===== config.mk =====
export PLATFORM = sky130hd
export DESIGN_NAME = mandel_pixel_scheduler_flat
export DESIGN_NICKNAME = d
export VERILOG_FILES = /design/src/rtl/mandel_pixel_scheduler_pkg.sv /design/src/rtl/mandel_pixel_scheduler_if.sv /design/src/rtl/mandel_pixel_scheduler_raster_counter.sv /design/src/rtl/mandel_pixel_scheduler.sv /design/src/flat_wrapper.sv
export SDC_FILE = /design/constraint.sdc
export NUM_CORES = 1
export LEC_CHECK = 0
export CAP_MARGIN = 20
export CORE_MARGIN = 8
export CORE_UTILIZATION = 35
export CTS_CLUSTER_SIZE = 40
export DETAILED_ROUTE_END_ITERATION = 8
export GPL_TIMING_DRIVEN = 0
export PLACE_DENSITY = 0.56
export SYNTH_ARGS = -nofsm -noshare
export SYNTH_HDL_FRONTEND = slang
export SYNTH_SLANG_ARGS = --single-unit

===== constraint.sdc =====
create_clock -name clock -period 3.2 [get_ports clock]
set_clock_uncertainty 0.2 [all_clocks]
set_input_delay 0.32 -clock clock [delete_from_list [all_inputs] [get_ports clock]]
set_output_delay 0.32 -clock clock [all_outputs]
set_load 0.05 [all_outputs]

===== src/rtl/mandel_pixel_scheduler_pkg.sv =====
// Shared types and constants for the Mandelbrot pixel scheduler.
// Coordinates are signed Q4.28; the state enum covers the per-pixel
// request/wait/plot cycle. iter_to_colour() maps an iteration count to
// the 3-bit colour sent to the VGA adapter.
package mandel_pixel_scheduler_pkg;

  localparam int COORD_W  = 32;
  localparam int FRAC_W   = 28;
  localparam int ITER_W   = 8;
  localparam int MAX_ITER = 255;

  typedef logic signed [COORD_W-1:0] coord_t;

  typedef enum logic [2:0] {IDLE, REQ, WAIT, PLOT, DONE} state_t;

  // -2.0 and +1.0 in Q4.28
  localparam coord_t X_START_Q = -32'sd536870912;
  localparam coord_t Y_START_Q =  32'sd268435456;

  // 3.0 / width in Q4.28, truncated toward zero
  function automatic coord_t step_for(input int width);
    return coord_t'((3 * (1 << FRAC_W)) / width);
  endfunction

  // Points inside the set draw black; zero low bits would also be black,
  // so they are pushed to white to keep escaped points visible.
  function automatic logic [2:0] iter_to_colour(input logic [ITER_W-1:0] iter);
    if (iter == ITER_W'(MAX_ITER)) return 3'b000;
    else if (iter[2:0] == 3'b000)  return 3'b111;
    else                           return iter[2:0];
  endfunction

endpackage


===== src/rtl/mandel_pixel_scheduler_if.sv =====
// Bus between the pixel scheduler, the iteration engine and the VGA adapter.
//   eng_req/eng_cr/eng_ci  : coordinate request (req&ack same cycle = transfer)
//   eng_ack                : engine accepts request
//   eng_valid/eng_iter     : one-cycle result pulse with iteration count
//   x/y/colour/plot        : pixel write to the VGA adapter
// master = scheduler side, slave = engine/VGA side.
interface mandel_pixel_scheduler_if #(
  parameter int COORD_W = 32,
  parameter int ITER_W  = 8
);
  logic                      eng_req;
  logic signed [COORD_W-1:0] eng_cr;
  logic signed [COORD_W-1:0] eng_ci;
  logic                      eng_ack;
  logic                      eng_valid;
  logic [ITER_W-1:0]         eng_iter;
  logic [7:0]                x;
  logic [6:0]                y;
  logic [2:0]                colour;
  logic                      plot;

  modport master (
    output eng_req, eng_cr, eng_ci, x, y, colour, plot,
    input  eng_ack, eng_valid, eng_iter
  );

  modport slave (
    input  eng_req, eng_cr, eng_ci, x, y, colour, plot,
    output eng_ack, eng_valid, eng_iter
  );
endinterface


===== src/rtl/mandel_pixel_scheduler_raster_counter.sv =====
// Raster position counter with complex-plane accumulators.
//   clock, resetn : clock and synchronous active-low reset
//   load          : restart at pixel (0,0) with cr/ci at the frame origin
//   advance       : step to the next pixel in raster order
//   x, y          : current pixel
//   cr, ci        : complex coordinate of the current pixel
//   last          : current pixel is the final one of the frame
module raster_counter
  import mandel_pixel_scheduler_pkg::*;
#(
  parameter int     WIDTH   = 160,
  parameter int     HEIGHT  = 120,
  parameter coord_t X_START = X_START_Q,
  parameter coord_t Y_START = Y_START_Q,
  parameter coord_t STEP    = step_for(160)
) (
  input  logic       clock,
  input  logic       resetn,
  input  logic       load,
  input  logic       advance,
  output logic [7:0] x,
  output logic [6:0] y,
  output coord_t     cr,
  output coord_t     ci,
  output logic       last
);

  localparam logic [7:0] X_LAST = 8'(WIDTH - 1);
  localparam logic [6:0] Y_LAST = 7'(HEIGHT - 1);

  // cr/ci wrap naturally; the parameters are expected to keep the frame in range
  always_ff @(posedge clock) begin
    if (!resetn || load) begin
      x  <= '0;
      y  <= '0;
      cr <= X_START;
      ci <= Y_START;
    end else if (advance) begin
      if (x != X_LAST) begin
        x  <= x + 8'd1;
        cr <= cr + STEP;
      end else begin
        x  <= '0;
        cr <= X_START;
        y  <= y + 7'd1;
        ci <= ci - STEP;
      end
    end
  end

  assign last = (x == X_LAST) && (y == Y_LAST);

endmodule


===== src/rtl/mandel_pixel_scheduler.sv =====
// Raster scheduler: walks every pixel of the frame, requests its iteration
// count from the Mandelbrot engine, maps it to a colour and strobes plot.
//   clock, resetn : clock and synchronous active-low reset
//   start         : begin a frame (honoured only in IDLE or DONE)
//   done          : high while the frame is complete
//   bus           : engine request/result handshake and VGA pixel write
module mandel_pixel_scheduler
  import mandel_pixel_scheduler_pkg::*;
#(
  parameter int     WIDTH   = 160,
  parameter int     HEIGHT  = 120,
  parameter coord_t X_START = X_START_Q,
  parameter coord_t Y_START = Y_START_Q,
  parameter coord_t STEP    = step_for(WIDTH)
) (
  input  logic                     clock,
  input  logic                     resetn,
  input  logic                     start,
  output logic                     done,
  mandel_pixel_scheduler_if.master bus
);

  state_t     state, state_n;
  logic       load, advance, last;
  logic [2:0] colour_p0;
  logic [7:0] x;
  logic [6:0] y;
  coord_t     cr, ci;

  raster_counter #(
    .WIDTH(WIDTH), .HEIGHT(HEIGHT),
    .X_START(X_START), .Y_START(Y_START), .STEP(STEP)
  ) u_raster (
    .clock(clock), .resetn(resetn), .load(load), .advance(advance),
    .x(x), .y(y), .cr(cr), .ci(ci), .last(last)
  );

  always_ff @(posedge clock) begin
    if (!resetn) state <= IDLE;
    else         state <= state_n;
  end

  // Stage p0: colour captured with the engine result, presented during PLOT
  always_ff @(posedge clock) begin
    if (!resetn)                            colour_p0 <= 3'b000;
    else if (state == WAIT && bus.eng_valid) colour_p0 <= iter_to_colour(bus.eng_iter);
  end

  always_comb begin
    state_n = state;
    load    = 1'b0;
    advance = 1'b0;
    case (state)
      IDLE, DONE: if (start) begin
        load    = 1'b1;
        state_n = REQ;
      end
      REQ:  if (bus.eng_ack)   state_n = WAIT;
      WAIT: if (bus.eng_valid) state_n = PLOT;
      PLOT: begin
        if (last) begin
          state_n = DONE;
        end else begin
          advance = 1'b1;
          state_n = REQ;
        end
      end
      default: state_n = IDLE;
    endcase
  end

  // x/y/cr/ci come straight from the counter, which only moves on load or
  // on leaving PLOT, so they hold steady from REQ through PLOT.
  assign bus.eng_req = (state == REQ);
  assign bus.eng_cr  = cr;
  assign bus.eng_ci  = ci;
  assign bus.plot    = (state == PLOT);
  assign bus.x       = x;
  assign bus.y       = y;
  assign bus.colour  = colour_p0;
  assign done        = (state == DONE);

endmodule


===== src/flat_wrapper.sv =====
// flat-port wrapper written by rule: the top's interface ports become plain ports
module mandel_pixel_scheduler_flat import mandel_pixel_scheduler_pkg::*;
#(
  parameter int     WIDTH   = 160,
  parameter int     HEIGHT  = 120,
  parameter coord_t X_START = X_START_Q,
  parameter coord_t Y_START = Y_START_Q,
  parameter coord_t STEP    = step_for(WIDTH)
)
  (clock, resetn, start, done, bus_eng_req, bus_eng_cr, bus_eng_ci, bus_x, bus_y, bus_colour, bus_plot, bus_eng_ack, bus_eng_valid, bus_eng_iter);
  mandel_pixel_scheduler_if #(.COORD_W(32), .ITER_W(8)) bus_i ();
  input  logic clock;
  input  logic resetn;
  input  logic start;
  output logic done;
  output wire logic [$bits(bus_i.eng_req)-1:0] bus_eng_req;
  output wire logic [$bits(bus_i.eng_cr)-1:0] bus_eng_cr;
  output wire logic [$bits(bus_i.eng_ci)-1:0] bus_eng_ci;
  output wire logic [$bits(bus_i.x)-1:0] bus_x;
  output wire logic [$bits(bus_i.y)-1:0] bus_y;
  output wire logic [$bits(bus_i.colour)-1:0] bus_colour;
  output wire logic [$bits(bus_i.plot)-1:0] bus_plot;
  input wire logic [$bits(bus_i.eng_ack)-1:0] bus_eng_ack;
  input wire logic [$bits(bus_i.eng_valid)-1:0] bus_eng_valid;
  input wire logic [$bits(bus_i.eng_iter)-1:0] bus_eng_iter;
  assign bus_eng_req = bus_i.eng_req;
  assign bus_eng_cr = bus_i.eng_cr;
  assign bus_eng_ci = bus_i.eng_ci;
  assign bus_x = bus_i.x;
  assign bus_y = bus_i.y;
  assign bus_colour = bus_i.colour;
  assign bus_plot = bus_i.plot;
  assign bus_i.eng_ack = bus_eng_ack;
  assign bus_i.eng_valid = bus_eng_valid;
  assign bus_i.eng_iter = bus_eng_iter;
  mandel_pixel_scheduler #(.WIDTH(WIDTH), .HEIGHT(HEIGHT), .X_START(X_START), .Y_START(Y_START), .STEP(STEP)) u_core (.clock(clock), .resetn(resetn), .start(start), .done(done), .bus(bus_i));
endmodule

# Word level (Yosys, flattened, before mapping)

Cells that the tools add are included.

Register bits: 85
Bits of input ports: 13
Output and inout bits: 85

Add/sub/neg operators: 4
Eq/ne operators: 11
Mux-type cells: 13
Bitwise gates (word level): 1
Reductions and logical operators: 9

Operator list:

| operator                                              | number |
|---|---|
| adder 32 x 24 -> 32 bit, second input constant        | 1 |
| 2-to-1 mux 32 bit                                     | 1 |
| subtractor 32 x 24 -> 32 bit, second input constant   | 1 |
| 2-to-1 mux 3 bit                                      | 6 |
| == test 8 bit, second input constant                  | 2 |
| one-hot mux 3 bit (4 select lines)                    | 1 |
| adder 8 x 1 -> 8 bit, second input constant           | 1 |
| 2-to-1 mux 8 bit                                      | 1 |
| inequality test 8 bit, second input constant          | 1 |
| adder 7 x 1 -> 7 bit, second input constant           | 1 |
| == test 7 bit, second input constant                  | 1 |
| == test 3 x 2 -> 1 bit, second input constant         | 2 |
| logical NOT 3 bit                                     | 2 |
| 2-to-1 mux 1 bit                                      | 4 |
| inequality test 2 bit, second input constant          | 2 |
| == test 3 x 1 -> 1 bit, second input constant         | 1 |
| == test 3 bit, second input constant                  | 1 |
| AND reduction 3 bit                                   | 1 |
| logical AND 1 bit                                     | 2 |
| inequality test 2 x 1 -> 1 bit, second input constant | 1 |
| AND reduction 2 bit                                   | 1 |
| OR reduction 2 bit                                    | 1 |
| logical NOT 1 bit                                     | 1 |
| logical OR 1 bit                                      | 1 |
| inverter 1 bit                                        | 1 |

# Logic depth before layout (Yosys ltp)

Gate-level depths: netlist (run 1).

Depth after elaboration: 5
Depth in mapped cells: 8
Depth with buffers taken out: 7

# Modules after synthesis

From an unflattened synthesis (run 1), not the netlist that was laid out.

Cells, all modules: 501
Area total of the unflattened synthesis: 4157.7 um^2

By module, submodules not included:

| module                 | instances | cells an instance | area an instance (um^2) |
|---|---|---|---|
| raster_counter         | 1         | 460               | 3797.4 |
| mandel_pixel_scheduler | 1         | 41                | 360.3 |

# Worst setup path before layout (run 1)

OpenSTA, ideal clock, no wires.

Kind: reg2reg
Start point: reg u_core.u_raster.x[0]
End point: reg u_core.u_raster.ci[25]
Library setup time: 0.060 ns
Arrival time: 2.370 ns
Path slack: 0.570 ns
Stages on the path, launching flop included: 7
Path buffers: 0
Path through: dfxtp_1 > ha_1 > and4bb_2 > o2111ai_4 > or4_1 > or4_1 > nand2_1

Cells in the longest elaborated chain, start to end: 5
Elaborated cells on any way between the ends: 7

Ends and longest elaborated chain:

| item                                   | RTL line                                    | text |
|---|---|---|
| from (decl)                            | mandel_pixel_scheduler_raster_counter.sv:21 | `output logic [7:0] x,` |
| from (signal assigned)                 | mandel_pixel_scheduler_raster_counter.sv:40 | `x <= x + 8'd1;` |
| == test 8 bit                          | mandel_pixel_scheduler_raster_counter.sv:51 | `assign last = (x == X_LAST) && (y == Y_LAST);` |
| logical AND 1 bit                      | mandel_pixel_scheduler_raster_counter.sv:51 |  |
| 2-to-1 mux 1 bit                       | mandel_pixel_scheduler.sv:61                | `if (last) begin` |
| 2-to-1 mux 1 bit                       | mandel_pixel_scheduler.sv:53                | `case (state)` |
| AND reduction 2 bit (no source line) * | n/a                                         |  |
| to (signal assigned)                   | mandel_pixel_scheduler_raster_counter.sv:46 | `ci <= ci - STEP;` |
| to (decl)                              | mandel_pixel_scheduler_raster_counter.sv:24 | `output coord_t ci,` |

Mark *: on every way between the ends. The rest lies on a longest branch, timed or not.
A chain may end at the register's enable or synchronous reset.

# Final worst setup path (run 1)

Start point: reg u_core.state[2]
End point: out bus_plot

Cells in the longest elaborated chain, start to end: 1

Ends and longest elaborated chain:

| item                   | RTL line                     | text |
|---|---|---|
| from (decl)            | mandel_pixel_scheduler.sv:23 | `state_t state, state_n;` |
| from (signal assigned) | mandel_pixel_scheduler.sv:40 | `else state <= state_n;` |
| == test 3 x 2 -> 1 bit | mandel_pixel_scheduler.sv:77 | `assign bus.plot = (state == PLOT);` |
| to (decl)              | flat_wrapper.sv:22           | `output wire logic [$bits(bus_i.plot)-1:0] bus_plot;` |

No other way between the ends.

==> flow_summary.ini, run 1 <==
[run_status]
status = finished, final reports clean

[clock_tree]
cts_max_path_buffers = 2
cts_tree = done
post_cts_buffers = 0
cts-htree-levels = 3
ctsResizeCount = 0
clkSinkCount = 81
clk-insertion-delay-late_ns = 0.34
clk_pin_slew_ns = 0.07
cts_buffers = 9
root_buffer = clkbuf_16
cts_hold_buf = 0

[synth]
syn_avg_cell_area_sq_um = 8.31
netlist_top_cells_area = dfxtp_1 39%, nor2_1 6.0%, a21oi_1 4.2%
synthDistinctLibCells = 61
synth.top_cell.area_share_pct = 38.6
synth_commonest_cells = 81 x dfxtp_1, 67 x nor2_1, 45 x nand2_1
ys_seq_area_share_pct = 38.6
synth_top_area_cell = dfxtp_1
ys.flop_type = dfxtp_1
async_reset_ff_share_pct = 0
synth_cells = 505
synth_area_sq_um = 4200
synth_seq_cells = 81
yosys_warnings = 0
synth_edf_count = 0
synth.most_common_cell = dfxtp_1

[floorplanning]
num_io_pins = 98
initial_utilization_pct = 35.4
die-area_sq_um = 15800
die_w_um = 126
core_sq_um = 11900
die_height_um = 126
rows = 40

[finish]
num_antenna_cells = 0
fin_nets = 629
drive_gt1_share_pct = 6.48
finalNonFillerCells = 764
final_util_pct = 47.5
area_growth_pct = 34.1

[worst_setup_path]
startpoint_type = register
crit_fanout = 10
critPathRequiredTime_ns = 2.68
arrival_ns = 2.48
cp-end-kind = output port
path_class = register to output port

[drt]
dr_total_vias = 4172
wire_per_inst_um = 16.5
drtIter0Drc = 297
drc = 0
via_per_inst = 5.46
ant_nets = 0
firstDrtPassIters = 6
wl_um = 12600

[global_route]
grt_use_total_pct = 15.8
overflow = 0
antenna_found_initial = 0
grt_max_degree = 14
grt_first_pass_wirelength_um = 20500
first_global_vias = 3926

[timing]
fmax_mhz = 333
tightest_slew_ns = 1.06
rsz0062_at_grt = false
relSlewSlack_pct = 28.7
min_period_ns = 3.00
final.setup.tns_ns = 0
fin_crit_sh_pct = 93.9
finalSetupViolations = 0
finalHoldViolations = 0
slew_viol_final = 0

[power_and_ir_drop]
p_leak_uw = 0.00190
ir_worst_vdd_v = 0.000315
power_density_nw_per_um2 = 400

[placed_design]
gp_congestion = 0.851
io_buffers = 93
place_hpwl_um = 9390
dp.cells = 748

[job]
max-cap-violations = 0

[worst_hold_path]
min_path_type = register to register
==> cell usage in the layout, fill, tap and decap left out, types with 6 or more instances in the layout <==
| cell type | Yosys | routed |
|---|---|---|
| a21boi_0 | 6 | 6 |
| a21oi_1 | 35 | 35 |
| clkbuf_1 | 14 | 15 |
| clkbuf_16 | 0 | 9 |
| clkdlybuf4s50_1 | 0 | 93 |
| dfxtp_1 | 81 | 81 |
| inv_1 | 7 | 7 |
| nand2_1 | 45 | 45 |
| nand3_1 | 21 | 21 |
| nand4_1 | 10 | 10 |
| nor2_1 | 67 | 67 |
| nor3_1 | 14 | 14 |
| o211ai_1 | 12 | 12 |
| o21ai_0 | 22 | 22 |
| o31ai_1 | 11 | 11 |
| or3_1 | 11 | 11 |
| or4_1 | 18 | 18 |
| xnor2_1 | 19 | 19 |
| xor2_1 | 18 | 18 |
==> registers in the layout (all words and copies together), names as in the netlist <==
name and count:
u_core.u_raster.x 8, u_core.bus.colour 3, u_core.u_raster.cr 30, u_core.u_raster.ci 30, u_core.state 3, u_core.u_raster.y 7
==> path summary, 6_finish.rpt <==
kind         slack, ns                              start  cells past startpoint                                   to
max               0.20       u_core.state[2]$_SDFFE_PN0P_                      4                             bus_plot
min               0.26  u_core.bus.colour[0]$_SDFFE_PN0P_                      2    u_core.bus.colour[0]$_SDFFE_PN0P_
max reg2reg       0.49       u_core.state[1]$_SDFFE_PN0P_                      5  u_core.u_raster.ci[29]$_SDFFE_PP0P_
min reg2reg       0.26  u_core.bus.colour[0]$_SDFFE_PN0P_                      2    u_core.bus.colour[0]$_SDFFE_PN0P_
==> final cells by class <==
type | instances | area [sq um]
plain buffers | 24 | 113
clock buffers | 12 | 256
clock inverters | 4 | 51.3
fillers | 1193 | 6230
inverters | 8 | 30.0
multi-input cells | 395 | 2450
flip-flops and latches | 81 | 1620
well taps | 147 | 184
repair buffers | 93 | 931
==> worst max-delay path, stage by stage (launching register included) <==
cell             delay [ns]
dfxtp_1                0.38
nand3b_4               0.24
inv_2                  0.15
clkbuf_1               0.45
clkdlybuf4s50_1        0.91
==> report_power, final <==
group	switching, uW	leakage, uW	internal [uW]
Clock	421	0.000149	647
Sequential	6.62	0.000653	1010
Combinational	109	0.00110	52.4
Total	537	0.00190	1710
==> metrics by stage <==
step / setup slack, ns / hold slack, ns / area, sq um / total power [uW]
after detailed placement: 0.213 / 0.254 / 5330 / 1210
after CTS: 0.186 / 0.261 / 5630 / 2280
final: 0.196 / 0.258 / 5630 / 2250
after global routing: 0.0876 / 0.293 / 5630 / 2330
after global placement: 0.221 / 0.252 / 5330 / 1200
after floorplan: 0.570 / 0.242 / 4210 / 1150
==> cell families after synthesis <==
family                   count (synthesis)  synth area share, %
XOR/XNOR                                37                 7.72
AO/OA/AOI/OAI                          123                 20.4
buffers and inverters                   32                 3.40
AND/OR/NAND/NOR                        223                 27.6
flip-flops                              81                 38.6
multiplexers                             4                0.954
other                                    1               0.0893
adder cells (fa/ha/maj)                  4                 1.19
==> routing by layer <==
layer | wire (um) | global-route usage (%) | share of wire [%]
met1 | 5950 | 19.8 | 47
met2 | 5730 | 25.6 | 46
met3 | 762 | 4.46 | 6.1
met4 | 144 | 5.16 | 1.1
met5 | 0 | 0 | 0
(Power assumes the default switching activity.)
==> run 2: changes to the inputs <==
ABC_CLOCK_PERIOD_IN_PS = 3200   (was default)
GPL_TIMING_DRIVEN = default   (was 0)
TNS_END_PERCENT = 20   (was default)
==> run 2 against run 1 <==
Flip-flop and latch count is the same. Register-to-register slack gained 0.13 ns. Cell area shrank 0.24%. Non-clock buffer count shrank 13. Critical endpoint unchanged. Worst hold slack lost 0.0013 ns. Largest power group unchanged.
==> flow_summary.ini, run 2 (same netlist as run 1, synthesis figures left out) <==
[worst_setup_path]
critPathRequiredTime_ns = 2.68
cp-end-kind = output port
path_class = register to output port
path_cells = nand3b_4 -> inv_2 -> clkdlybuf4s50_1
startpoint_type = register
arrival_ns = 2.31
crit_fanout = 16
crit_slowest_cell = clkdlybuf4s50_1
slowest_delay_ns = 0.83

[power_and_ir_drop]
clkPwrFrac_pct = 47.3
internal_power_uw = 1720
pwr-share-seq_pct = 46.2
switching_share_pct = 22.6
p_leak_uw = 0.00190
p_comb_share_pct = 6.5
power.switching_uw = 504
ir_worst_vdd_v = 0.000203
power_density_nw_per_um2 = 396

[finish]
final_cell_mix = 93 x clkdlybuf4s50_1, 81 x dfxtp_1, 67 x nor2_1
num_antenna_cells = 0
drive_gt1_share_pct = 7.31
mostFrequentLayoutCell = clkdlybuf4s50_1
final_area_sq_um = 5620
final_util_pct = 47.4
largest_registers = u_core.u_raster.ci: 30 flops, u_core.u_raster.cr: 30 flops, u_core.u_raster.x: 8 flops
fin_nets = 616
area_growth_pct = 33.8
n_fill_cell = 1156
finalNonFillerCells = 749

[timing]
finalHoldViolations = 0
fmax_mhz = 353
slew_viol_final = 0
tightest_slew_ns = 0.620
fin_crit_sh_pct = 88.6
worst_slack_ns = 0.366
min_period_ns = 2.83
final.setup.tns_ns = 0
relSlewSlack_pct = 58.7
finalSetupViolations = 0
rsz0062_at_grt = false

[drt]
drtIter0Drc = 227
wl_um = 12000
ant_nets = 0
wire_per_inst_um = 16.1
dr_total_vias = 4089
firstDrtPassIters = 4
via_per_inst = 5.46
drc = 0

[floorplanning]
num_io_pins = 98
die-area_sq_um = 15800
initial_utilization_pct = 35.4
rows = 40
die_height_um = 126
die_w_um = 126
core_sq_um = 11900

[clock_tree]
post_cts_buffers = 0
clk_pin_slew_ns = 0.06
cts_tree = done
clkSinkCount = 81
cts_max_path_buffers = 2
cts_buffers = 9
clk-insertion-delay-late_ns = 0.34
root_buffer = clkbuf_16
ctsResizeCount = 0
cts_hold_buf = 0
cts-htree-levels = 3

[job]
max-cap-violations = 0

[global_route]
use_met2_pct = 24.6
grt_first_pass_wirelength_um = 19900
antenna_found_initial = 0
overflow = 0
grt_max_degree = 26
busiest_layer = met2
grt_use_total_pct = 15.3
met1_usage_pct = 18.7
met3_usage_pct = 5.23
first_global_vias = 3820

[placed_design]
dp.cells = 735
dpl_cell_area_sq_um = 5320
dp_slack_ns = 0.380
io_buffers = 93
gp_congestion = 0.893
place_hpwl_um = 8970

[run_status]
status = finished, final reports clean

[worst_hold_path]
min_path_type = register to register
-- run 2: changes by cell type in the layout (fill, tap and decap cells not counted), moves of 2 or more --
cell / delta
buf_4: +6
buf_2: -3
buf_1: -2
clkbuf_1: -15
-- run 2: area by class of cell --
class	instances	area, sq um	share of cell area, %
Clock buffer	12	267	4.74
Clock inverter	2	37.5	0.668
Inverter	8	30.0	0.534
Multi-Input combinational cell	395	2470	43.9
Sequential cell	81	1620	28.9
Tap cell	147	184	3.27
Timing Repair Buffer	104	1010	18.0
-- run 2: worst max-delay path, delay by kind of cell (launching register included) --
family / cells / cell delay (ns)
buffers and inverters: 2 / 1.05
flip-flops: 1 / 0.61
AND/OR/NAND/NOR: 1 / 0.31
-- run 2: final timing paths --
check | startpoint | to | slack [ns] | cells after the start
worst max-delay path | u_core.state[1]$_SDFFE_PN0P_ | bus_plot | 0.37 | 3
worst min-delay path | u_core.bus.colour[0]$_SDFFE_PN0P_ | u_core.bus.colour[0]$_SDFFE_PN0P_ | 0.26 | 2
worst max register to register | u_core.u_raster.x[0]$_SDFFE_PP0P_ | u_core.u_raster.ci[29]$_SDFFE_PP0P_ | 0.62 | 6
worst min register to register | u_core.bus.colour[0]$_SDFFE_PN0P_ | u_core.bus.colour[0]$_SDFFE_PN0P_ | 0.26 | 2
-- run 2: power groups by stage --
stage               logic (uW)  clock network [uW]  registers [uW]
floorplan                 90.3                   0            1060
global placement           145                   0            1050
detailed placement         148                   0            1050
CTS                        148                1080            1030
global route               158                1120            1030
finish                     146                1050            1030
-- run 2: routing by layer --
layer | vias to the layer above | wire length (um)
li1 | 2043 | -
met1 | 1941 | 5500
met2 | 92 | 5600
met3 | 13 | 776
met4 | 0 | 160
met5 | - | 0
-- run 2: through the flow --
stage	power [uW]	hold WS, ns
after CTS	2260	0.264
after floorplan	1150	0.242
final	2230	0.257
after global placement	1200	0.250
after detailed placement	1200	0.259
after global routing	2310	0.279
